==> config.mk <==
export PLATFORM = sky130hd
export DESIGN_NAME = key_debouncer
export DESIGN_NICKNAME = d
export VERILOG_FILES = /design/src/rtl/key_debouncer.sv
export SDC_FILE = /design/constraint.sdc
export NUM_CORES = 1
export LEC_CHECK = 0
export BUFFER_PORTS_ARGS = -buffer_cell sky130_fd_sc_hd__buf_2
export CORE_MARGIN = 4
export CORE_UTILIZATION = 43
export DETAILED_ROUTE_END_ITERATION = 10
export MAX_ROUTING_LAYER = met4
export PLACE_DENSITY = 0.59
export RECOVER_POWER = 50
export SLEW_MARGIN = 20
export SYNTH_ARGS = -nofsm -noshare
export SYNTH_HDL_FRONTEND = slang
export SYNTH_SLANG_ARGS = --single-unit
==> constraint.sdc <==
create_clock -name clk -period 2.21 [get_ports clk]
set_input_delay 0.221 -clock clk [delete_from_list [all_inputs] [get_ports clk]]
set_output_delay 0.221 -clock clk [all_outputs]
set_load 0.02 [all_outputs]
==> src/rtl/key_debouncer.sv <==
// Debounces one raw active-low push-button: 2-flop synchroniser, stability-count
// filter, and auto-repeat while held. All outputs are registered.
module key_debouncer #(
  parameter int STABLE_CYCLES = 550000,
  parameter int HOLD_CYCLES   = 5529600,
  parameter int REPEAT_CYCLES = 1105920
) (
  input  logic       clk,
  input  logic       rst_key,
  input  logic       key_raw,
  output logic       key_down,
  output logic       press_pulse,
  output logic       release_pulse,
  output logic       repeat_pulse,
  output logic [7:0] press_cnt,
  output logic [1:0] dbg_state
);

  typedef enum logic [1:0] {
    ST_RELEASED     = 2'd0,
    ST_PRESS_WAIT   = 2'd1,
    ST_PRESSED      = 2'd2,
    ST_RELEASE_WAIT = 2'd3
  } state_e;

  localparam logic [23:0] STAB_LAST = 24'(STABLE_CYCLES - 1);
  localparam logic [23:0] HOLD_LAST = 24'(HOLD_CYCLES - 1);
  // Guarded so a disabled repeat never produces a negative terminal count.
  localparam logic [23:0] REP_LAST  = (REPEAT_CYCLES == 0) ? 24'd0 : 24'(REPEAT_CYCLES - 1);
  localparam bit          REPEAT_EN = (REPEAT_CYCLES != 0);

  logic        s1_q, s1_d;
  logic        s2_q, s2_d;
  state_e      state_q, state_d;
  logic [23:0] stab_cnt_q, stab_cnt_d;
  logic [23:0] hold_cnt_q, hold_cnt_d;
  logic        first_rep_q, first_rep_d;
  logic        key_down_q, key_down_d;
  logic        press_pulse_q, press_pulse_d;
  logic        release_pulse_q, release_pulse_d;
  logic        repeat_pulse_q, repeat_pulse_d;
  logic [7:0]  press_cnt_q, press_cnt_d;

  always_comb begin
    s1_d            = key_raw;
    s2_d            = s1_q;
    state_d         = state_q;
    stab_cnt_d      = stab_cnt_q;
    hold_cnt_d      = hold_cnt_q;
    first_rep_d     = first_rep_q;
    key_down_d      = key_down_q;
    press_cnt_d     = press_cnt_q;
    press_pulse_d   = 1'b0;
    release_pulse_d = 1'b0;
    repeat_pulse_d  = 1'b0;

    case (state_q)
      ST_RELEASED: begin
        if (!s2_q) begin
          state_d    = ST_PRESS_WAIT;
          stab_cnt_d = 24'd0;
        end
      end

      ST_PRESS_WAIT: begin
        if (s2_q) begin
          state_d = ST_RELEASED;
        end else if (stab_cnt_q == STAB_LAST) begin
          state_d       = ST_PRESSED;
          press_pulse_d = 1'b1;
          key_down_d    = 1'b1;
          press_cnt_d   = press_cnt_q + 8'd1;
          hold_cnt_d    = 24'd0;
          first_rep_d   = 1'b1;
        end else begin
          stab_cnt_d = stab_cnt_q + 24'd1;
        end
      end

      ST_PRESSED: begin
        if (s2_q) begin
          // hold_cnt is left untouched so a short glitch resumes the repeat timing.
          state_d    = ST_RELEASE_WAIT;
          stab_cnt_d = 24'd0;
        end else if (first_rep_q) begin
          if (hold_cnt_q == HOLD_LAST) begin
            repeat_pulse_d = 1'b1;
            hold_cnt_d     = 24'd0;
            first_rep_d    = 1'b0;
          end else begin
            hold_cnt_d = hold_cnt_q + 24'd1;
          end
        end else if (!REPEAT_EN) begin
          hold_cnt_d = 24'd0;
        end else if (hold_cnt_q == REP_LAST) begin
          repeat_pulse_d = 1'b1;
          hold_cnt_d     = 24'd0;
        end else begin
          hold_cnt_d = hold_cnt_q + 24'd1;
        end
      end

      ST_RELEASE_WAIT: begin
        if (!s2_q) begin
          state_d = ST_PRESSED;
        end else if (stab_cnt_q == STAB_LAST) begin
          state_d         = ST_RELEASED;
          release_pulse_d = 1'b1;
          key_down_d      = 1'b0;
        end else begin
          stab_cnt_d = stab_cnt_q + 24'd1;
        end
      end

      default: begin
        state_d = ST_RELEASED;
      end
    endcase
  end

  always_ff @(posedge clk) begin
    if (!rst_key) begin
      s1_q            <= 1'b1;
      s2_q            <= 1'b1;
      state_q         <= ST_RELEASED;
      stab_cnt_q      <= 24'd0;
      hold_cnt_q      <= 24'd0;
      first_rep_q     <= 1'b0;
      key_down_q      <= 1'b0;
      press_pulse_q   <= 1'b0;
      release_pulse_q <= 1'b0;
      repeat_pulse_q  <= 1'b0;
      press_cnt_q     <= 8'd0;
    end else begin
      s1_q            <= s1_d;
      s2_q            <= s2_d;
      state_q         <= state_d;
      stab_cnt_q      <= stab_cnt_d;
      hold_cnt_q      <= hold_cnt_d;
      first_rep_q     <= first_rep_d;
      key_down_q      <= key_down_d;
      press_pulse_q   <= press_pulse_d;
      release_pulse_q <= release_pulse_d;
      repeat_pulse_q  <= repeat_pulse_d;
      press_cnt_q     <= press_cnt_d;
    end
  end

  assign key_down      = key_down_q;
  assign press_pulse   = press_pulse_q;
  assign release_pulse = release_pulse_q;
  assign repeat_pulse  = repeat_pulse_q;
  assign press_cnt     = press_cnt_q;
  assign dbg_state     = state_q;

endmodule
==> metrics.md, run 1 <==
| Metric | Value |
|---|---|
| Clock latency on the worst-skew pair | `330 ps` |
| DR pass1 iterations | `4` |
| Worst-margin pin slew | `627 ps` |
| Asr flop ratio synth | `0%` |
| Final min period | `2140 ps` |
| Synth Area in Compound Gates | `21.0%` |
| Post-synthesis instance total | `401` |
| #FFs+latches synth | `65` |
| Synth Area in XOR/XNOR | `2.68%` |
| Area of the multi-input gates | `1910 um^2` |
| Avg Inst Size Synth | `8.16 um^2` |
| Status | `finished, final reports clean` |
| Fin crit share | `96.8%` |
| Die area | `9070 um^2` |
| H-tree levels | `3` |
| Main combinational cell family by area after synthesis | `simple AND/OR/NAND/NOR gates` |
| Port Buffers | `16` |
| Buffers plus inverters on the worst setup path | `2` |
| Most frequent cells in the layout | `dfxtp_1, buf_4, a21oi_1` |
| Final GP Congestion | `0.853` |
| Starting density of the core | `44.6%` |
| Gr usage total | `20.5%` |
| Row count | `31` |
| Sequential-to-total area share from yosys stat | `39.8%` |
| Leakage | `1.30 nW` |
| Critical path launch point type | `flop` |
| Post-synthesis adder-cell area fraction | `1.15%` |
| Synth Net Count | `407` |
| CTS tree | `built` |
| Hold Crit Class | `input port to flop` |
| Worst path cell trace | `nor4_4, nand4_2, buf_8, o21a_1, buf_12, or4_1, a21oi_1` |
| WL per Instance | `14.9 um` |
| Setup WS post-layout | `71.1 ps` |
| Number of library cell types mapped by synthesis | `47` |
| Final WL | `8290 um` |
| Fin. Hold Viols | `0` |
| Mapped Area | `3270 um^2` |
| PD cells | `526 nW/um^2` |
| Setup WS pre-CTS | `43.3 ps` |
| Final HPWL DP | `5750 um` |
| Via/cell ratio | `5.78` |
| Cts bufs inserted | `9` |
| Worst EP arrival | `2400 ps` |
| DIE HEIGHT | `95.2 um` |
| Max-slew violations | `0` |
| Drt initial violations | `192` |
| Synth top area share | `39.8%` |
| Seq. cell area | `1310 um^2` |
| WP data required | `2470 ps` |
| Clk slew on worst S/H paths | `70 ps` |
| Area leader, netlist | `dfxtp_1` |
| CTS Sinks | `65` |
| Overall power | `2.10 mW` |
| Post-synth EDFFs | `0` |
| Core Footprint | `7330 um^2` |
| Commonest non-fill, non-tap cell in the layout | `dfxtp_1` |
| Ant diodes | `0` |
| GR Overflow Total | `0` |
| Ys Warns | `0` |
| Antenna violations before repair | `0` |
| Mux contribution to synthesized area | `0%` |
| Top cells by area, synth | `dfxtp_1, a21oi_1, nand2_1` |
| Die width | `95.2 um` |
| Top FF cell, synth | `dfxtp_1` |
| Family with the most delay on the worst path | `simple AND/OR/NAND/NOR gates` |
| Worst path max stage delay | `500 ps` |
| I/O pin total | `17` |
| First-pass GRT wire length | `14,600 um` |
| Largest net degree at the start of global routing | `33` |
| Max IR drop VDD | `0.000282 V` |
| Vias | `3,213` |
| Clk buf depth | `2` |
| Fillcell total | `697` |
| Root buffer cell | `clkbuf_8` |
| WS Path Type | `flop to flop` |
| Routed Antenna Nets | `0` |
| Max_slew headroom | `58.1%` |
| Min Hold Slack | `69.2 ps` |
| CP max stage cell | `or4_1` |
| Number of global-route vias before repair | `3,187` |
| Unrepaired setup endpoints after global routing | `yes` |
| Drc violations | `0` |
| Setup violations, final | `0` |
| Max FO, Critical Path | `32` |
| Layout area overhead | `21.8%` |
| Post-layout nets | `459` |
| Worst Setup End Kind | `flop` |
| Skew final | `6.09 ps` |
| Simple-gate share of the synthesized area | `31.5%` |
| Max-Cap Viols | `0` |
| Share of layout cells above drive strength 1 | `18.2%` |
| Peak Freq | `468 MHz` |
## state kept, by name, indices dropped and copies added (netlist names), named ones only
signal,flops
hold_cnt_q,24
stab_cnt_q,24
press_cnt,8
dbg_state,1
first_rep_q,1
key_down,1
press_pulse,1
release_pulse,1
repeat_pulse,1
s1_q,1
s2_q,1
## final cells by class
type	instances	area share (%)
repair buffers	62	11.1
multi-input cells	304	47.9
flip-flops and latches	65	32.7
clock inverters	4	0.502
well taps	99	3.11
clock buffers	11	3.55
inverters	11	1.04
## where the power goes
part	total, mW	internal, mW	switching, mW
combinational	0.0569	0.0169	0.0400
sequential	1.18	1.17	0.00365
clock	0.860	0.424	0.436
## final timing paths
check / startpoint / end / slack (ps) / cells after the start
max: stab_cnt_q[8] / hold_cnt_q[7] / 70 / 7
min: key_raw / s1_q / 70 / 2
max reg2reg: stab_cnt_q[8] / hold_cnt_q[7] / 70 / 7
min reg2reg: s1_q / s2_q / 410 / 1
## per-layer routing
metal,GRT usage (%),vias to the layer above,wire (um)
li1,-,1635,-
met4,6.61,0,106
met5,-,-,0
met2,33.9,59,3940
met3,4.26,10,344
met1,25.0,1509,3890
## synthesized netlist by cell type, types with 5 or more instances
| cell | count |
|---|---|
| a21oi_1 | 43 |
| a31oi_1 | 12 |
| and3_1 | 9 |
| and4_1 | 5 |
| buf_2 | 5 |
| clkbuf_1 | 16 |
| dfxtp_1 | 65 |
| inv_1 | 11 |
| nand2_1 | 33 |
| nand3_1 | 23 |
| nand3b_1 | 5 |
| nand4_1 | 14 |
| nor2_1 | 25 |
| nor3_1 | 6 |
| o21ai_0 | 21 |
| o31ai_1 | 16 |
| or3_1 | 13 |
| or4_1 | 16 |
| xor2_1 | 6 |
## kinds of logic after synthesis
logic type | count (synthesis)
buffers and inverters | 32
AO/OA/AOI/OAI | 113
XOR/XNOR | 10
adder cells (fa/ha/maj) | 3
AND/OR/NAND/NOR | 178
flip-flops | 65
## repair_timing
action | in CTS | in global routing
resized for setup | 0 | 21
hold endpoints to repair | 0 | 0
endpoints found under the setup margin | 0 | 26
hold buffers | 0 | 0
buffers inserted | 0 | 5
## stage by stage
step                area, um^2  TNS (ps)  util (%)  cells
floorplan                 3280         0         -    401
global placement          3730         0      50.8    536
detailed placement        3730         0      50.8    536
CTS                       3890         0      53.0    551
global route              3990      -132      54.4    556
finish                    3990         0      54.4    556
Note: power is estimated with default switching activity, not from simulation.
==> inputs of run 2 (changes only) <==
--- a/config.mk
+++ b/config.mk
@@ -5,12 +5,13 @@
 export SDC_FILE = /design/constraint.sdc
 export NUM_CORES = 1
 export LEC_CHECK = 0
+export ABC_AREA = 1
 export BUFFER_PORTS_ARGS = -buffer_cell sky130_fd_sc_hd__buf_2
 export CORE_MARGIN = 4
 export CORE_UTILIZATION = 43
 export DETAILED_ROUTE_END_ITERATION = 10
 export MAX_ROUTING_LAYER = met4
-export PLACE_DENSITY = 0.59
+export PLACE_DENSITY = 0.58
 export RECOVER_POWER = 50
 export SLEW_MARGIN = 20
 export SYNTH_ARGS = -nofsm -noshare
==> run 2 against run 1 <==
Compared with the run above: count of clock-buffer cells in the layout increased by 1; routed wire length increased by 20%; core utilization decreased by 5.1 points; die area increased by 18%; setup slack improved by 160 ps; cell area increased by 8.9%; fmax increased by 8.3%; largest cell class unchanged; non-clock buffer count decreased by 32; highest routed layer unchanged; largest power group unchanged; global-route usage decreased by 0.42 points; first-iteration DRC count decreased by 36%; cell count increased by 37%.
==> metrics.md, run 2 <==
| Metric | Value |
|---|---|
| Status | `finished, final reports clean` |
| Drt initial violations | `123` |
| Crit Reg-Reg Startpoint | `stab_cnt_q[0]` |
| CTS tree | `built` |
| Port Buffers | `16` |
| Skew final | `11.5 ps` |
| Fin. Hold Viols | `0` |
| Asr flop ratio synth | `0%` |
| Final HPWL DP | `7610 um` |
| Unrepaired setup endpoints after global routing | `no` |
| Final core utilization | `49.3%` |
| Clk buf depth | `2` |
| Synth top cells by count | `nand2_1, nor2_1, inv_1` |
| GR Overflow Total | `0` |
| Share of layout cells above drive strength 1 | `9.01%` |
| Post-CTS Setup Bufs | `0` |
| Cts bufs inserted | `9` |
| Die area | `10,700 um^2` |
| Max_slew headroom | `72.6%` |
| Worst-margin pin slew | `408 ps` |
| Hold path start | `key_raw` |
| Post-layout nets | `656` |
| Reg2reg end | `stab_cnt_q[16]` |
| Setup violations, final | `0` |
| Peak Freq | `507 MHz` |
| WS Path Type | `flop to flop` |
| Via/cell ratio | `5.06` |
| Hold Crit Class | `input port to flop` |
| Final GP Congestion | `0.901` |
| Count leader, synth | `nand2_1` |
| Avg Inst Size Synth | `6.28 um^2` |
| Gr usage total | `20.1%` |
| First-pass GRT wire length | `17,500 um` |
| Clock group share of total power | `48.2%` |
| Worst path cell trace | `ha_1, inv_1, nor2_4, nand3_1, nor2_4, nand3_1, nand2_1, inv_2, nand2_1, nand2_1, nand2_1, nor2_1` |
| Max-Cap Viols | `0` |
| DR pass1 iterations | `4` |
| WHS Endpoint | `s1_q` |
| Met2 Use GR | `35.3%` |
| Fillcell total | `956` |
| CTS Sinks | `65` |
| Drc violations | `0` |
| Ant diodes | `0` |
| Max FO, Critical Path | `21` |
| CP max stage cell | `dfxtp_1` |
| Number of library cell types mapped by synthesis | `35` |
| I/O pin total | `17` |
| Root buffer cell | `clkbuf_8` |
| Clock latency on the worst-skew pair | `350 ps` |
| Antenna violations before repair | `0` |
| Starting density of the core | `44.6%` |
| Synth top area share | `33.1%` |
| Max-slew violations | `0` |
| Post-synthesis instance total | `626` |
| Largest net degree at the start of global routing | `26` |
| Ys Warns | `0` |
| Mapped Area | `3930 um^2` |
| Sequential-to-total area share from yosys stat | `33.1%` |
| Worst path max stage delay | `380 ps` |
| #FFs+latches synth | `65` |
| Area leader, netlist | `dfxtp_1` |
| Pint | `1.89 mW` |
| Layout area overhead | `10.4%` |
| Sequential share of power | `48.2%` |
| Max IR drop VDD | `0.000288 V` |
| Most frequent cells in the layout | `nand2_1, nor2_1, inv_1` |
| Synth Net Count | `632` |
| WP data required | `2460 ps` |
| Logic pwr share | `3.5%` |
| Post-CTS sizing | `0` |
| Overall power | `2.45 mW` |
| Dpl cells | `747` |
| PD cells | `563 nW/um^2` |
| Layout Cells excl Fill | `763` |
| Post-route cell area | `4340 um^2` |
| R2R Setup Slk | `240 ps` |
| Die width | `104 um` |
| Row count | `34` |
| Sw Share | `22.5%` |
| GRT busiest layer | `met2` |
| Fin crit share | `89.3%` |
| Top cells by area, synth | `dfxtp_1, nand2_1, nor2_1` |
| M3 GR Usage | `3.86%` |
| CTS Hold Buffers Added | `0` |
| Number of global-route vias before repair | `3,808` |
| Core Footprint | `8810 um^2` |
| Critical path launch point type | `flop` |
| Post-synth EDFFs | `0` |
| Placed cell area | `4140 um^2` |
| Leakage | `1.62 nW` |
| Top FF cell, synth | `dfxtp_1` |
| Setup TNS | `0 ps` |
| H-tree levels | `3` |
| WL per Instance | `13.0 um` |
| Final WL | `9900 um` |
| Routed Antenna Nets | `0` |
| Worst Reg2Reg Path Length in Cells | `12` |
| Final min period | `1970 ps` |
| Sw Pwr | `0.551 mW` |
| Worst Hold Depth | `2` |
| DIE HEIGHT | `104 um` |
| CP dominant cell by count | `nand2_1` |
| Worst Setup End Kind | `flop` |
| Met1 GRT Util | `22.9%` |
| Vias | `3,859` |
| Commonest non-fill, non-tap cell in the layout | `nand2_1` |
| Clk slew on worst S/H paths | `80 ps` |
| Worst EP arrival | `2220 ps` |
==> run 2: cell types whose count changed in the layout (fill, tap and decap cells not counted), moves of 8 or more <==
cell / before / now
nand2_1: 33 / 170
nor2_1: 25 / 113
inv_1: 11 / 67
buf_4: 42 / 13
nand3_1: 22 / 47
nor3_1: 6 / 20
o31ai_1: 14 / 0
or4_1: 14 / 0
a21oi_1: 41 / 28
or3_1: 13 / 0
a31oi_1: 12 / 0
and3_1: 8 / 0
==> run 2: per-stage QoR <==
stage                     setup slack, ps  hold slack, ps
after floorplan                       497             328
after global placement                299             404
after detailed placement              224             403
after CTS                             197            51.8
after global routing                 10.1            51.3
final                                 236            68.5
==> run 2: area by class of cell <==
cell class	instances	area, um^2	share of cell area, %
tap	108	135	3.11
sequential	65	1300	30.0
clock inverter	4	75.1	1.73
clock buffer	12	155	3.57
inverter	73	277	6.37
timing repair buffer	30	165	3.81
multi-input combinational	471	2230	51.4
==> run 2: metal layers <==
layer,up-vias,share of wire (%)
met3,17,3.0
met2,48,50
li1,2034,-
met5,-,0
met1,1760,45
met4,0,1.9
==> run 2: how the worst max path moves through the flow <==
stage	start	to	slack [ps]	cells after the start
after detailed placement	hold_cnt_q[0]	hold_cnt_q[9]	220	10
after floorplan	stab_cnt_q[0]	hold_cnt_q[1]	500	11
after global routing	stab_cnt_q[0]	stab_cnt_q[16]	10	12
after CTS	hold_cnt_q[0]	hold_cnt_q[12]	200	10
after global placement	hold_cnt_q[0]	hold_cnt_q[13]	300	10
final	stab_cnt_q[0]	stab_cnt_q[16]	240	12
==> run 2: cell families (layout without fill, tap and decap cells) <==
family          after synthesis  after routing  share of synthesized area (%)
fa+ha+maj                     3              3                          0.955
simple gates                402            402                           45.8
xor+xnor                     15             15                           3.34
flops                        65             65                           33.1
compound gates               51             51                           6.84
buf+inv                      90            119                           9.93
==> run 2: worst max-delay path: cells and delay by family (launching register included) <==
kind / cells / cell delay (ps)
AND/OR/NAND/NOR: 9 / 1070
flip-flops: 1 / 380
buffers and inverters: 2 / 240
adder cells (fa/ha/maj): 1 / 180
==> run 2: power by group through the flow <==
stage	Sequential (mW)	Combinational, mW	Clock (mW)
6_report	1.18	0.0863	1.18
5_1_grt	1.18	0.0985	1.26
4_1_cts	1.18	0.0890	1.21
3_5_place_dp	1.21	0.0886	0
3_3_place_gp	1.21	0.0885	0
2_1_floorplan	1.21	0.0646	0
==> inputs of run 3 (changes only) <==
--- a/config.mk
+++ b/config.mk
@@ -10,8 +10,9 @@
 export CORE_MARGIN = 4
 export CORE_UTILIZATION = 43
 export DETAILED_ROUTE_END_ITERATION = 10
+export GPL_ROUTABILITY_DRIVEN = 0
 export MAX_ROUTING_LAYER = met4
-export PLACE_DENSITY = 0.58
+export PLACE_DENSITY = 0.56
 export RECOVER_POWER = 50
 export SLEW_MARGIN = 20
 export SYNTH_ARGS = -nofsm -noshare
==> constraint.sdc (replaced) <==
create_clock -name clk -period 2.55 [get_ports clk]
set_input_delay 0.255 -clock clk [delete_from_list [all_inputs] [get_ports clk]]
set_output_delay 0.255 -clock clk [all_outputs]
set_load 0.02 [all_outputs]
==> run 3 against run 2 <==
Compared with the run above: fmax shrank 9.6%; via count shrank 1.2%; largest cell class unchanged; die area is the same; power shrank 19%; sequential power shrank 14%; sequential share of layout area grew 0.75 points; cell area shrank 2.5%; core utilization shrank 1.2 points; highest routed layer unchanged; global-route usage shrank 0.42 points; flip-flop and latch count is the same; setup slack gained 130 ps.
==> metrics.md, run 3 (synthesis gave the netlist of run 2 again) <==
| Metric | Value |
|---|---|
| Ant diodes | `0` |
| WS Path Type | `flop to flop` |
| Final HPWL DP | `7470 um` |
| Max-Cap Viols | `0` |
| PD cells | `470 nW/um^2` |
| Status | `finished, final reports clean` |
| Clk buf depth | `2` |
| CTS Hold Buffers Added | `0` |
| Hold path start | `key_raw` |
| CTS Sinks | `65` |
| Max IR drop VDD | `0.000181 V` |
| Layout Cells excl Fill | `754` |
| Worst-margin pin slew | `501 ps` |
| Vias | `3,811` |
| Skew final | `12.6 ps` |
| Setup TNS | `0 ps` |
| Post-route cell area | `4230 um^2` |
| Reg2reg end | `stab_cnt_q[3]` |
| Setup WS pre-CTS | `420 ps` |
| Final WL | `10,000 um` |
| Hold Crit Class | `input port to flop` |
| Antenna violations before repair | `0` |
| Max_slew headroom | `66.5%` |
| Clock latency on the worst-skew pair | `350 ps` |
| Logic pwr share | `3.5%` |
| Starting density of the core | `44.6%` |
| Crit Reg-Reg Startpoint | `stab_cnt_q[0]` |
| Max-slew violations | `0` |
| Clock group share of total power | `45.0%` |
| Post-CTS Setup Bufs | `0` |
| WHS Endpoint | `s1_q` |
| Dpl cells | `738` |
| Commonest non-fill, non-tap cell in the layout | `nand2_1` |
| Pint | `1.51 mW` |
| Routed Antenna Nets | `0` |
| Overall power | `1.99 mW` |
| Die width | `104 um` |
| Share of layout cells above drive strength 1 | `7.59%` |
| Drc violations | `0` |
| Fillcell total | `959` |
| CTS tree | `built` |
| Max FO, Critical Path | `21` |
| Number of global-route vias before repair | `3,658` |
| Unrepaired setup endpoints after global routing | `no` |
| Final core utilization | `48.1%` |
| Gr usage total | `19.7%` |
| Port Buffers | `16` |
| Worst Setup End Kind | `flop` |
| Clk slew on worst S/H paths | `80 ps` |
| Fin crit share | `85.6%` |
| WP data required | `2800 ps` |
| Core Footprint | `8810 um^2` |
| Worst Reg2Reg Path Length in Cells | `11` |
| Most frequent cells in the layout | `nand2_1, nor2_1, inv_1` |
| WL per Instance | `13.3 um` |
| Critical path launch point type | `flop` |
| Sw Pwr | `0.482 mW` |
| Row count | `34` |
| Largest net degree at the start of global routing | `36` |
| Cts bufs inserted | `9` |
| DIE HEIGHT | `104 um` |
| Min Hold Slack | `95.9 ps` |
| Post-CTS sizing | `0` |
| Post-layout nets | `647` |
| Root buffer cell | `clkbuf_8` |
| Leakage | `1.55 nW` |
| DR pass1 iterations | `4` |
| GR Overflow Total | `0` |
| I/O pin total | `17` |
| Sequential share of power | `51.4%` |
| Final min period | `2180 ps` |
| Peak Freq | `458 MHz` |
| First-pass GRT wire length | `17,000 um` |
| Layout area overhead | `7.70%` |
| Drt initial violations | `132` |
| Setup WS post-layout | `366 ps` |
| Fin. Hold Viols | `0` |
| Worst EP arrival | `2430 ps` |
| H-tree levels | `3` |
| Setup violations, final | `0` |
| Die area | `10,700 um^2` |
| Via/cell ratio | `5.05` |
| Sw Share | `24.2%` |
| Placed cell area | `4070 um^2` |
| R2R Setup Slk | `370 ps` |
| Worst Hold Depth | `2` |
-- run 3: metal layers --
| metal | track usage [%] | part of all wire, % | up-vias |
|---|---|---|---|
| met2 | 34.3 | 49 | 67 |
| met1 | 22.5 | 45 | 1700 |
| li1 | - | - | 2016 |
| met5 | - | 0 | - |
| met3 | 4.04 | 3.3 | 28 |
| met4 | 7.12 | 2.7 | 0 |
-- run 3: critical path: stages, from the launching register on --
cell and delay (ps):
dfxtp_1 380, ha_1 280, inv_1 100, nor2_4 160, nand3_2 110, nor2_4 160, nand3_1 190, nand2_1 160
buf_4 260, nor2_1 60, o21ai_0 160, nor2_1 50
-- run 3: how the worst max path moves through the flow --
stage,from,end,slack [ps],cells after the start
final,stab_cnt_q[0],stab_cnt_q[3],370,11
after global routing,stab_cnt_q[0],stab_cnt_q[3],110,11
after CTS,stab_cnt_q[0],hold_cnt_q[14],380,10
after detailed placement,dbg_state[0],hold_cnt_q[14],420,9
after global placement,dbg_state[0],hold_cnt_q[14],490,9
after floorplan,stab_cnt_q[0],hold_cnt_q[1],840,11
-- run 3: power by group through the flow --
| stage | logic [mW] | registers [mW] | clock network, mW |
|---|---|---|---|
| 2_1_floorplan | 0.0560 | 1.05 | 0 |
| 3_5_place_dp | 0.0720 | 1.05 | 0 |
| 5_1_grt | 0.0786 | 1.02 | 0.977 |
| 6_report | 0.0703 | 1.02 | 0.897 |
| 3_3_place_gp | 0.0715 | 1.05 | 0 |
| 4_1_cts | 0.0725 | 1.02 | 0.929 |
-- run 3: layout make-up --
| class | instances | area [um^2] | area share [%] |
|---|---|---|---|
| clock buffers | 11 | 141 | 3.34 |
| clock inverters | 5 | 55.1 | 1.30 |
| inverters | 73 | 277 | 6.53 |
| multi-input cells | 471 | 2220 | 52.5 |
| flip-flops and latches | 65 | 1300 | 30.7 |
| well taps | 108 | 135 | 3.19 |
| repair buffers | 21 | 100 | 2.36 |
